--- src/rtl/if_fetch_buffer.sv ---
// if_fetch_buffer
//   In-order FIFO between the fetch stage (program counter + instruction
//   memory) and decode. It captures {pc, instr} pairs, presents the head
//   entry to decode with a valid/ready handshake, and throttles the PC
//   register through pc_en. A redirect (flush) empties the buffer.
//
// Ports
//   clk        rising-edge clock
//   reset      asynchronous active-low reset
//   flush      redirect: drop all buffered and same-cycle entries
//   in_valid   fetch stage offers {in_pc, in_instr}
//   in_pc      PC of the fetched instruction
//   in_instr   fetched instruction word
//   pc_en      program counter may advance (buffer not full)
//   out_valid  head entry valid for decode
//   out_pc     PC of head entry (0 when empty)
//   out_instr  instruction of head entry (NOP when empty)
//   out_ready  decode accepts the head entry
//   count      current occupancy
module if_fetch_buffer #(
  parameter int unsigned       DEPTH = 4,
  parameter int unsigned       AW    = 32,
  parameter int unsigned       IW    = 32,
  parameter logic [IW-1:0]     NOP   = 32'h00000013
) (
  input  logic                       clk,
  input  logic                       reset,
  input  logic                       flush,
  input  logic                       in_valid,
  input  logic [AW-1:0]              in_pc,
  input  logic [IW-1:0]              in_instr,
  output logic                       pc_en,
  output logic                       out_valid,
  output logic [AW-1:0]              out_pc,
  output logic [IW-1:0]              out_instr,
  input  logic                       out_ready,
  output logic [$clog2(DEPTH):0]     count
);

  localparam int unsigned PW = $clog2(DEPTH);
  localparam int unsigned CW = PW + 1;

  logic [AW-1:0] pc_mem_q    [DEPTH];
  logic [IW-1:0] instr_mem_q [DEPTH];

  logic [PW-1:0] wr_ptr_q, wr_ptr_d;
  logic [PW-1:0] rd_ptr_q, rd_ptr_d;
  logic [CW-1:0] count_q,  count_d;

  logic push;
  logic pop;

  // pc_en depends on registered occupancy only; a pop while full does not
  // open a slot in the same cycle.
  assign pc_en     = (count_q != CW'(DEPTH));
  assign out_valid = (count_q != '0);
  assign count     = count_q;

  assign push = in_valid  & pc_en     & ~flush;
  assign pop  = out_valid & out_ready & ~flush;

  assign out_pc    = out_valid ? pc_mem_q[rd_ptr_q]    : '0;
  assign out_instr = out_valid ? instr_mem_q[rd_ptr_q] : NOP;

  always_comb begin
    wr_ptr_d = wr_ptr_q;
    rd_ptr_d = rd_ptr_q;
    count_d  = count_q;
    if (flush) begin
      wr_ptr_d = '0;
      rd_ptr_d = '0;
      count_d  = '0;
    end else begin
      if (push) wr_ptr_d = wr_ptr_q + PW'(1);
      if (pop)  rd_ptr_d = rd_ptr_q + PW'(1);
      if (push && !pop)      count_d = count_q + CW'(1);
      else if (pop && !push) count_d = count_q - CW'(1);
    end
  end

  always_ff @(posedge clk or negedge reset) begin
    if (!reset) begin
      wr_ptr_q <= '0;
      rd_ptr_q <= '0;
      count_q  <= '0;
    end else begin
      wr_ptr_q <= wr_ptr_d;
      rd_ptr_q <= rd_ptr_d;
      count_q  <= count_d;
    end
  end

  // Storage needs no reset: entries are only visible while counted.
  always_ff @(posedge clk) begin
    if (push) begin
      pc_mem_q[wr_ptr_q]    <= in_pc;
      instr_mem_q[wr_ptr_q] <= in_instr;
    end
  end

endmodule

--- config.mk ---
export PLATFORM = sky130hd
export DESIGN_NAME = if_fetch_buffer
export DESIGN_NICKNAME = d
export VERILOG_FILES = /design/src/rtl/if_fetch_buffer.sv
export SDC_FILE = /design/constraint.sdc
export NUM_CORES = 1
export LEC_CHECK = 0
export ABC_AREA = 1
export CORE_ASPECT_RATIO = 1.5
export CORE_MARGIN = 1.5
export CORE_UTILIZATION = 59
export DETAILED_ROUTE_END_ITERATION = 16
export PLACE_DENSITY = 0.82
export SLEW_MARGIN = 20
export SYNTH_ARGS = -nofsm -noshare
export SYNTH_HDL_FRONTEND = slang
export SYNTH_SLANG_ARGS = --single-unit
--- constraint.sdc ---
create_clock -name clk -period 8.13 [get_ports clk]
set_input_delay 2.0325 -clock clk [delete_from_list [all_inputs] [get_ports clk]]
set_output_delay 2.0325 -clock clk [all_outputs]
set_load 0.02 [all_outputs]
# [Word level (Yosys, flattened, before mapping)]
# Memories as Yosys holds them, arrays and structs flattened.
# Index checks and enable logic that the tools add are counted.
[op_classes] n_eq_ne=1 n_addsub=4 n_reduce_logical=8 n_bitwise=5 muxes=11
[ops] cell="$mux W32" n=2
[ops] cell="$mux W3" n=3
[ops] cell="$mux W2" n=4
[ops] cell="$reduce_bool A3 Y1" n=2
[ops] cell="$add A2 B1 Y2 const B" n=2
[ops] cell="$and A1 B1 Y1" n=4
[ops] cell="$reduce_bool A2 Y1" n=2
[ops] cell="$add A3 B1 Y3 const B" n=1
[ops] cell="$ne A3 B3 Y1 const B" n=1
[ops] cell="$sub A3 B1 Y3 const B" n=1
[ops] cell="$logic_and A1 B1 Y1" n=2
[ops] cell="$logic_not A1 Y1" n=2
[ops] cell="$mux W1" n=2
[ops] cell="$not A1 Y1" n=1
[word_totals] elab_cells=34 input_bits=69 n_memories=2 out_inout_bits=69 ram_bits=256 regBits=7
[memory_table] memory="instr_mem_q" words=4 word_bits=32 rd=1 rd_ports_with_merged_regs=0 write_ports=1 line="44" rtl="logic [IW-1:0] instr_mem_q [DEPTH];"
[memory_table] memory="pc_mem_q" words=4 word_bits=32 rd=1 rd_ports_with_merged_regs=0 write_ports=1 line="43" rtl="logic [AW-1:0] pc_mem_q [DEPTH];"

# [Depth between registers and ports, before layout]
# Gate-level depths: netlist (run 1).
[depth] word_depth=8 mapped_depth=11 ltp_nobuf=11

# [Worst setup path after synthesis (run 1)]
# OpenSTA, ideal clock, no wires.
[synth_path] path_kind="input to register" start="input in_valid" end="memory instr_mem_q[0][0] (enable)" path_slack_ps=2557 required_ps=7644 setup_ps=486 path_buffers=0 path_stages=4 t_arrival_ps=5087 path_cell_list="nand2_1 nor2_1 inv_1 nor2_1"
[synth_via] elab_chain_len=4
[synth_lines] element="start: declaration" line="29" rtl="input logic in_valid,"
[synth_lines] element="$and A1 B1 Y1 (2 in series)" line="59" rtl="assign push = in_valid & pc_en & ~flush;"
[synth_lines] element="$mux W1" line="95" rtl="if (push) begin"
[synth_lines] element="$mux W1 (implied by the code)" line="97" rtl="instr_mem_q[wr_ptr_q] <= in_instr;"
[synth_lines] element="end: declaration" line="44"
# Every way passes these cells.

# [Final worst setup path (run 1)]
[layout_path] start="register rd_ptr_q[0]" end="output out_instr[0]"
[layout_via] elab_chain_len=2
[layout_lines] element="start: declaration" line="47" rtl="logic [PW-1:0] rd_ptr_q, rd_ptr_d;"
[layout_lines] element="start signal: assignment" line="88" rtl="rd_ptr_q <= rd_ptr_d;"
[layout_lines] element="$mem_v2 Z4 W32"
[layout_lines] element="$mux W32" line="63" rtl="assign out_instr = out_valid ? instr_mem_q[rd_ptr_q] : NOP;"
[layout_lines] element="end: declaration" line="35" rtl="output logic [IW-1:0] out_instr,"
# Every way passes these cells.

==> flow_summary.yaml, run 1 <==
run_status:
  outcome: "finished, final reports clean"
clocking:
  clock_path_buffers: 3
  numCtsBuffers: 23
  cts_hold_buf: 0
  ctsResizeCount: 0
  cts_root_buf: "clkbuf_16"
  cts_setup_buffers: 0
  cts_max_level: 1
  cts_tree: "built"
  path_clk_slew_ns: 0.06
  insertion_delay_ns: 0.50
  cts_sinks: 263
sta:
  fin_crit_sh_pct: 73.63
  finalSetupViolations: 0
  final_max_slew_viol_count: 0
  hold_violations: 0
  fin_setup_tns_ns: 0
  rsz0062_at_grt: "no"
  finClkSkew_ns: 0.007201
  max_slew_margin_pct: 36.60
  tightest_slew_ns: 0.9510
  max_freq_mhz: 167.1
  setup_ws_ns: 2.144
  layout_min_cycle_time_ns: 5.986
logic_synthesis:
  synth_fp_nets: 891
  ys_top_cells_by_count: "261 x nor2_1, 256 x edfxtp_1, 125 x o21ai_0, 65 x a21oi_1, 20 x clkbuf_1"
  ys_seq_elements: 263
  yosysMostFrequentCell: "nor2_1"
  yosysWarnings: 0
  synth_area_leader_cell: "edfxtp_1"
  post-synth-top-area-fraction_pct: 74.19
  syn_area_per_cell_um2: 12.68
  synth-edff-count: 256
  ys.flop_type: "edfxtp_1"
  synth.distinct_cells: 24
  async_reset_ff_share_pct: 2.662
  synth_area_um2: 10360
  synth_cells: 817
  yosysSeqAreaShare_pct: 75.88
  synthTopCellsByArea: "edfxtp_1 74%, nor2_1 9.5%, o21ai_0 6.0%"
placement:
  hpwl_um: 12550
  post-place-ws_ns: 2.628
  numPortBuffers: 137
  gp_congestion: 0.7947
setup_path:
  cp-end-kind: "output port"
  crit_required_ns: 6.10
  cp.arrival_ns: 3.95
  setup.worst_path.start_class: "register"
  critical_path_class: "register to output port"
  critPathMaxFanout: 77
run:
  maxCapViolCount: 0
floorplan:
  num_rows: 59
  die_h_um: 165.3
  start_util_pct: 59.98
  die_width_um: 111.2
  core_um2: 17270
  io_pins: 138
  dieArea_um2: 18380
finish:
  layout-drive-gt1-share_pct: 5.852
  syn_to_final_growth_pct: 21.95
  fin_nets: 1016
  final_util_pct: 73.15
drt:
  routedWlPerCell_um: 18.41
  drt_iter0_markers: 512
  ant_nets: 0
  vias: 6673
  vias_per_cell: 5.694
  firstDrtPassIters: 5
  wl_met1_um: 7697
  drt_wl_total_um: 21580
  top_layer: "met5"
  dr_wl_met3_um: 1487
  drc: 0
  wl_met2_um: 11680
power:
  leakage_nw: 4.275
  peakVddDrop_mv: 0.2655
  power_mw: 4.241
  pwr_density_cell_nw_per_um2: 335.6
grt:
  gr-total-overflow: 0
  grt_max_degree: 78
  grt_pass1_vias: 6778
  antenna_found_initial: 3
  grt_pass1_wl_um: 33690
  grt.total_usage_pct: 23.59
worst_hold_path:
  hold_class: "register to register"
-- worst paths after layout --
| kind | from | endpoint | slack, ns | cells past startpoint |
|---|---|---|---|---|
| worst max register to register | count[1] | pc_mem_q[0][3] | 5.27 | 7 |
| worst min-delay path | count[1] | count[1] | 0.63 | 2 |
| min in group asynchronous | reset | count[1] | 1.80 | 1 |
| worst max-delay path | rd_ptr_q[0] | out_instr[0] | 2.14 | 7 |
| worst min register to register | count[1] | count[1] | 0.63 | 2 |
| max in group asynchronous | reset | rd_ptr_q[0] | 6.04 | 1 |
-- cell type report --
cell class / instances / area (um^2)
inverters: 18 / 68.82
multi-input cells: 488 / 2206
clock inverters: 8 / 113.9
clock buffers: 32 / 629.4
fillers: 1138 / 4638
well taps: 213 / 266.5
repair buffers: 148 / 1479
flip-flops and latches: 263 / 7868
diodes: 2 / 5.005
-- logic make-up (layout without fill, tap and decap cells) --
| family | count (synthesis) | in the layout | share of synthesized area [%] |
|---|---|---|---|
| AO/OA/AOI/OAI | 197 | 197 | 9.661 |
| adder cells (fa/ha/maj) | 5 | 5 | 0.6763 |
| AND/OR/NAND/NOR | 285 | 285 | 10.58 |
| other | 0 | 2 | 0 |
| flip-flops | 263 | 263 | 75.88 |
| XOR/XNOR | 1 | 1 | 0.08455 |
| buffers and inverters | 66 | 206 | 3.115 |
-- worst max-delay path: stages (launching register included) --
cell and delay [ns]:
dfrtp_4 0.84, clkinv_2 0.92, buf_4 0.59, nor2_1 0.15, nor2_1 0.05, o21ai_0 0.08, o311ai_0 0.18, clkdlybuf4s50_1 0.59
-- metal layers --
| layer | GRT usage, % | vias to the layer above |
|---|---|---|
| met4 | 9.839 | 2 |
| met3 | 3.248 | 46 |
| met5 | 0 | - |
| li1 | - | 3133 |
| met1 | 27.84 | 3205 |
| met2 | 43.61 | 287 |
-- where the power goes --
part           switching [mW]  total [mW]  internal (mW)
sequential             0.0609        1.64           1.58
clock                   0.437        1.07          0.634
combinational           0.938        1.53          0.589
total                    1.44        4.24           2.81
-- metrics by stage --
| stage | hold WS, ns | area [um^2] | cells |
|---|---|---|---|
| finish | 0.6336 | 12640 | 1172 |
| global route | 0.6691 | 12640 | 1172 |
| CTS | 0.6355 | 12610 | 1169 |
| detailed placement | 0.6238 | 11870 | 1129 |
| global placement | 0.6040 | 11850 | 1128 |
| floorplan | 0.5794 | 10360 | 817 |
-- flip-flops by register name (all words and copies together), names as in the netlist --
name,flops
count,3
instr_mem_q,128
wr_ptr_q,2
pc_mem_q,128
rd_ptr_q,2
-- layout by cell type (no fill, tap or decap), drive strengths merged --
cell type and count:
a21oi 66, buf 11, bufinv 3, clkbuf 32
clkdlybuf4s50 137, clkinv 5, clkinvlp 1, dfrtp 7
diode 2, edfxtp 256, fa 1, ha 4
inv 17, nand2 18, nand3 4, nand3b 1
nor2 262, o21ai 128, o311ai 3, xor2 1
Power figures use the tool's default switching activity.
==> run 2, diff against run 1 <==
--- a/config.mk
+++ b/config.mk
@@ -8,9 +8,9 @@
 export ABC_AREA = 1
 export CORE_ASPECT_RATIO = 1.5
 export CORE_MARGIN = 1.5
-export CORE_UTILIZATION = 59
+export CORE_UTILIZATION = 55
 export DETAILED_ROUTE_END_ITERATION = 16
-export PLACE_DENSITY = 0.82
+export PLACE_DENSITY = 0.77
 export SLEW_MARGIN = 20
 export SYNTH_ARGS = -nofsm -noshare
 export SYNTH_HDL_FRONTEND = slang
==> constraint.sdc (replaced) <==
create_clock -name clk -period 6.3 [get_ports clk]
set_input_delay 1.575 -clock clk [delete_from_list [all_inputs] [get_ports clk]]
set_output_delay 1.575 -clock clk [all_outputs]
set_load 0.02 [all_outputs]
==> run 2 against run 1 <==
Against the previous run:
- flip-flop and latch count stayed put
- worst hold slack worse by 0.016 ns
- largest power group unchanged
- worst setup slack worse by 1.1 ns
- design area is 0.83% higher
- combinational power is 29% higher
- non-clock buffer count is 2 lower
- register-to-register slack worse by 1.7 ns
- critical path depth is 2 lower
- critical endpoint is now out_pc[22]
- total power is 31% higher
- clock power is 36% higher
==> flow_summary.yaml, run 2 (synthesized netlist as in run 1, its figures left out) <==
drt:
  vias_per_cell: 5.418
  ant_nets: 0
  drt_wl_total_um: 21650
  drt_iter0_markers: 535
  firstDrtPassIters: 5
  routedWlPerCell_um: 17.92
  vias: 6545
  drc: 0
grt:
  gr-total-overflow: 0
  antenna_found_initial: 2
  grt.total_usage_pct: 22.27
  grt_pass1_wl_um: 33410
  grt_max_degree: 71
  grt_pass1_vias: 6574
floorplan:
  io_pins: 138
  core_um2: 18470
  dieArea_um2: 19690
  num_rows: 61
  start_util_pct: 56.10
  die_width_um: 115.1
  die_h_um: 171.1
power:
  leakage_nw: 4.298
  peakVddDrop_mv: 0.3442
  pwr_density_cell_nw_per_um2: 436.0
setup_path:
  crit_required_ns: 4.72
  r2r-start: "count[1]"
  r2r-end: "pc_mem_q[1][29]"
  critPathSlowestCell: "dfrtp_4"
  cp-end-kind: "output port"
  crit_buf_inv: 3
  setup.worst_path.start_class: "register"
  ff2ff_setup_slack_ns: 3.54
  r2r_cells: 7
  critical_path.top_delay_family: "buffers and inverters"
  cp.arrival_ns: 3.73
  path_cells: "clkinv_2 > buf_12 > o21ai_0 > a21oi_1 > clkdlybuf4s50_1"
  critical_path_class: "register to output port"
  critPathMaxFanout: 70
  critPathMaxStageDelay_ns: 0.91
clocking:
  cts_root_buf: "clkbuf_16"
  ctsResizeCount: 0
  clock_path_buffers: 3
  cts_setup_buffers: 0
  cts_max_level: 1
  cts_tree: "built"
  path_clk_slew_ns: 0.07
  cts_sinks: 263
  numCtsBuffers: 23
  insertion_delay_ns: 0.50
  cts_hold_buf: 0
finish:
  fin_nets: 1014
  final_cell_mix: "257 x nor2_1, 256 x edfxtp_1, 137 x clkdlybuf4s50_1"
  syn_to_final_growth_pct: 22.97
  fillers: 1294
  layout-drive-gt1-share_pct: 5.969
  final_common_cell: "nor2_1"
sta:
  tightest_slew_ns: 1.093
  hold_violations: 0
  finClkSkew_ns: 0.01453
  rsz0062_at_grt: "no"
  setup_ws_ns: 0.9966
  finalSetupViolations: 0
  max_freq_mhz: 188.6
  fin_crit_sh_pct: 84.18
  fin_setup_tns_ns: 0
  final_max_slew_viol_count: 0
  max_slew_margin_pct: 26.97
  layout_min_cycle_time_ns: 5.303
placement:
  hpwl_um: 12590
  post-place-ws_ns: 1.589
  numPortBuffers: 137
  gp_congestion: 0.7616
run:
  maxCapViolCount: 0
run_status:
  outcome: "finished, final reports clean"
worst_hold_path:
  min_from: "count[0]"
  hold_class: "register to register"
  hold_depth: 2
  worstHoldEndpoint: "count[0]"
## run 2: layer usage
layer | up-vias | part of all wire (%) | routed length, um | global-route usage [%]
li1 | 3128 | - | - | -
met1 | 3154 | 38 | 8200 | 25.63
met2 | 219 | 54 | 11630 | 41.28
met3 | 44 | 5.5 | 1192 | 3.330
met4 | 0 | 2.9 | 631 | 8.803
met5 | - | 0 | 0 | 0
## run 2: cell type report
cell class | count | area [um^2] | area share (%)
Antenna cell | 1 | 2.502 | 0.01964
Multi-Input combinational cell | 488 | 2206 | 17.31
Inverter | 18 | 68.82 | 0.5401
Sequential cell | 263 | 7868 | 61.75
Timing Repair Buffer | 146 | 1501 | 11.78
Clock inverter | 13 | 188.9 | 1.483
Clock buffer | 27 | 590.6 | 4.635
Tap cell | 252 | 315.3 | 2.475
## run 2: worst register-to-register path, delay by kind of cell, from the launching register on
kind	cells	cell delay (ns)
AND/OR/NAND/NOR	5	1.39
buffers and inverters	2	0.57
flip-flops	1	0.45
## run 2: where the power goes
part,internal (mW),switching [mW]
registers,2.04,0.0857
logic,0.770,1.21
clock network,0.873,0.574
## run 2: how the worst max path moves through the flow
stage / start / to / depth (start not counted)
3_5_place_dp: rd_ptr_q[0] / out_pc[20] / 5
3_3_place_gp: rd_ptr_q[0] / out_pc[15] / 5
6_report: rd_ptr_q[0] / out_pc[22] / 5
4_1_cts: rd_ptr_q[0] / out_pc[27] / 5
5_1_grt: rd_ptr_q[0] / out_pc[20] / 5
2_1_floorplan: in_valid / instr_mem_q[0][0] / 4
## run 2: stage by stage
stage / area (um^2) / util (%) / cells / hold WS [ns] / total power, mW
floorplan: 10360 / - / 817 / 0.5794 / 3.274
global placement: 11960 / 64.75 / 1167 / 0.6064 / 4.122
detailed placement: 11960 / 64.75 / 1167 / 0.6182 / 4.144
CTS: 12740 / 68.97 / 1207 / 0.6276 / 5.594
global route: 12740 / 68.98 / 1208 / 0.6738 / 5.819
finish: 12740 / 68.98 / 1208 / 0.6176 / 5.555
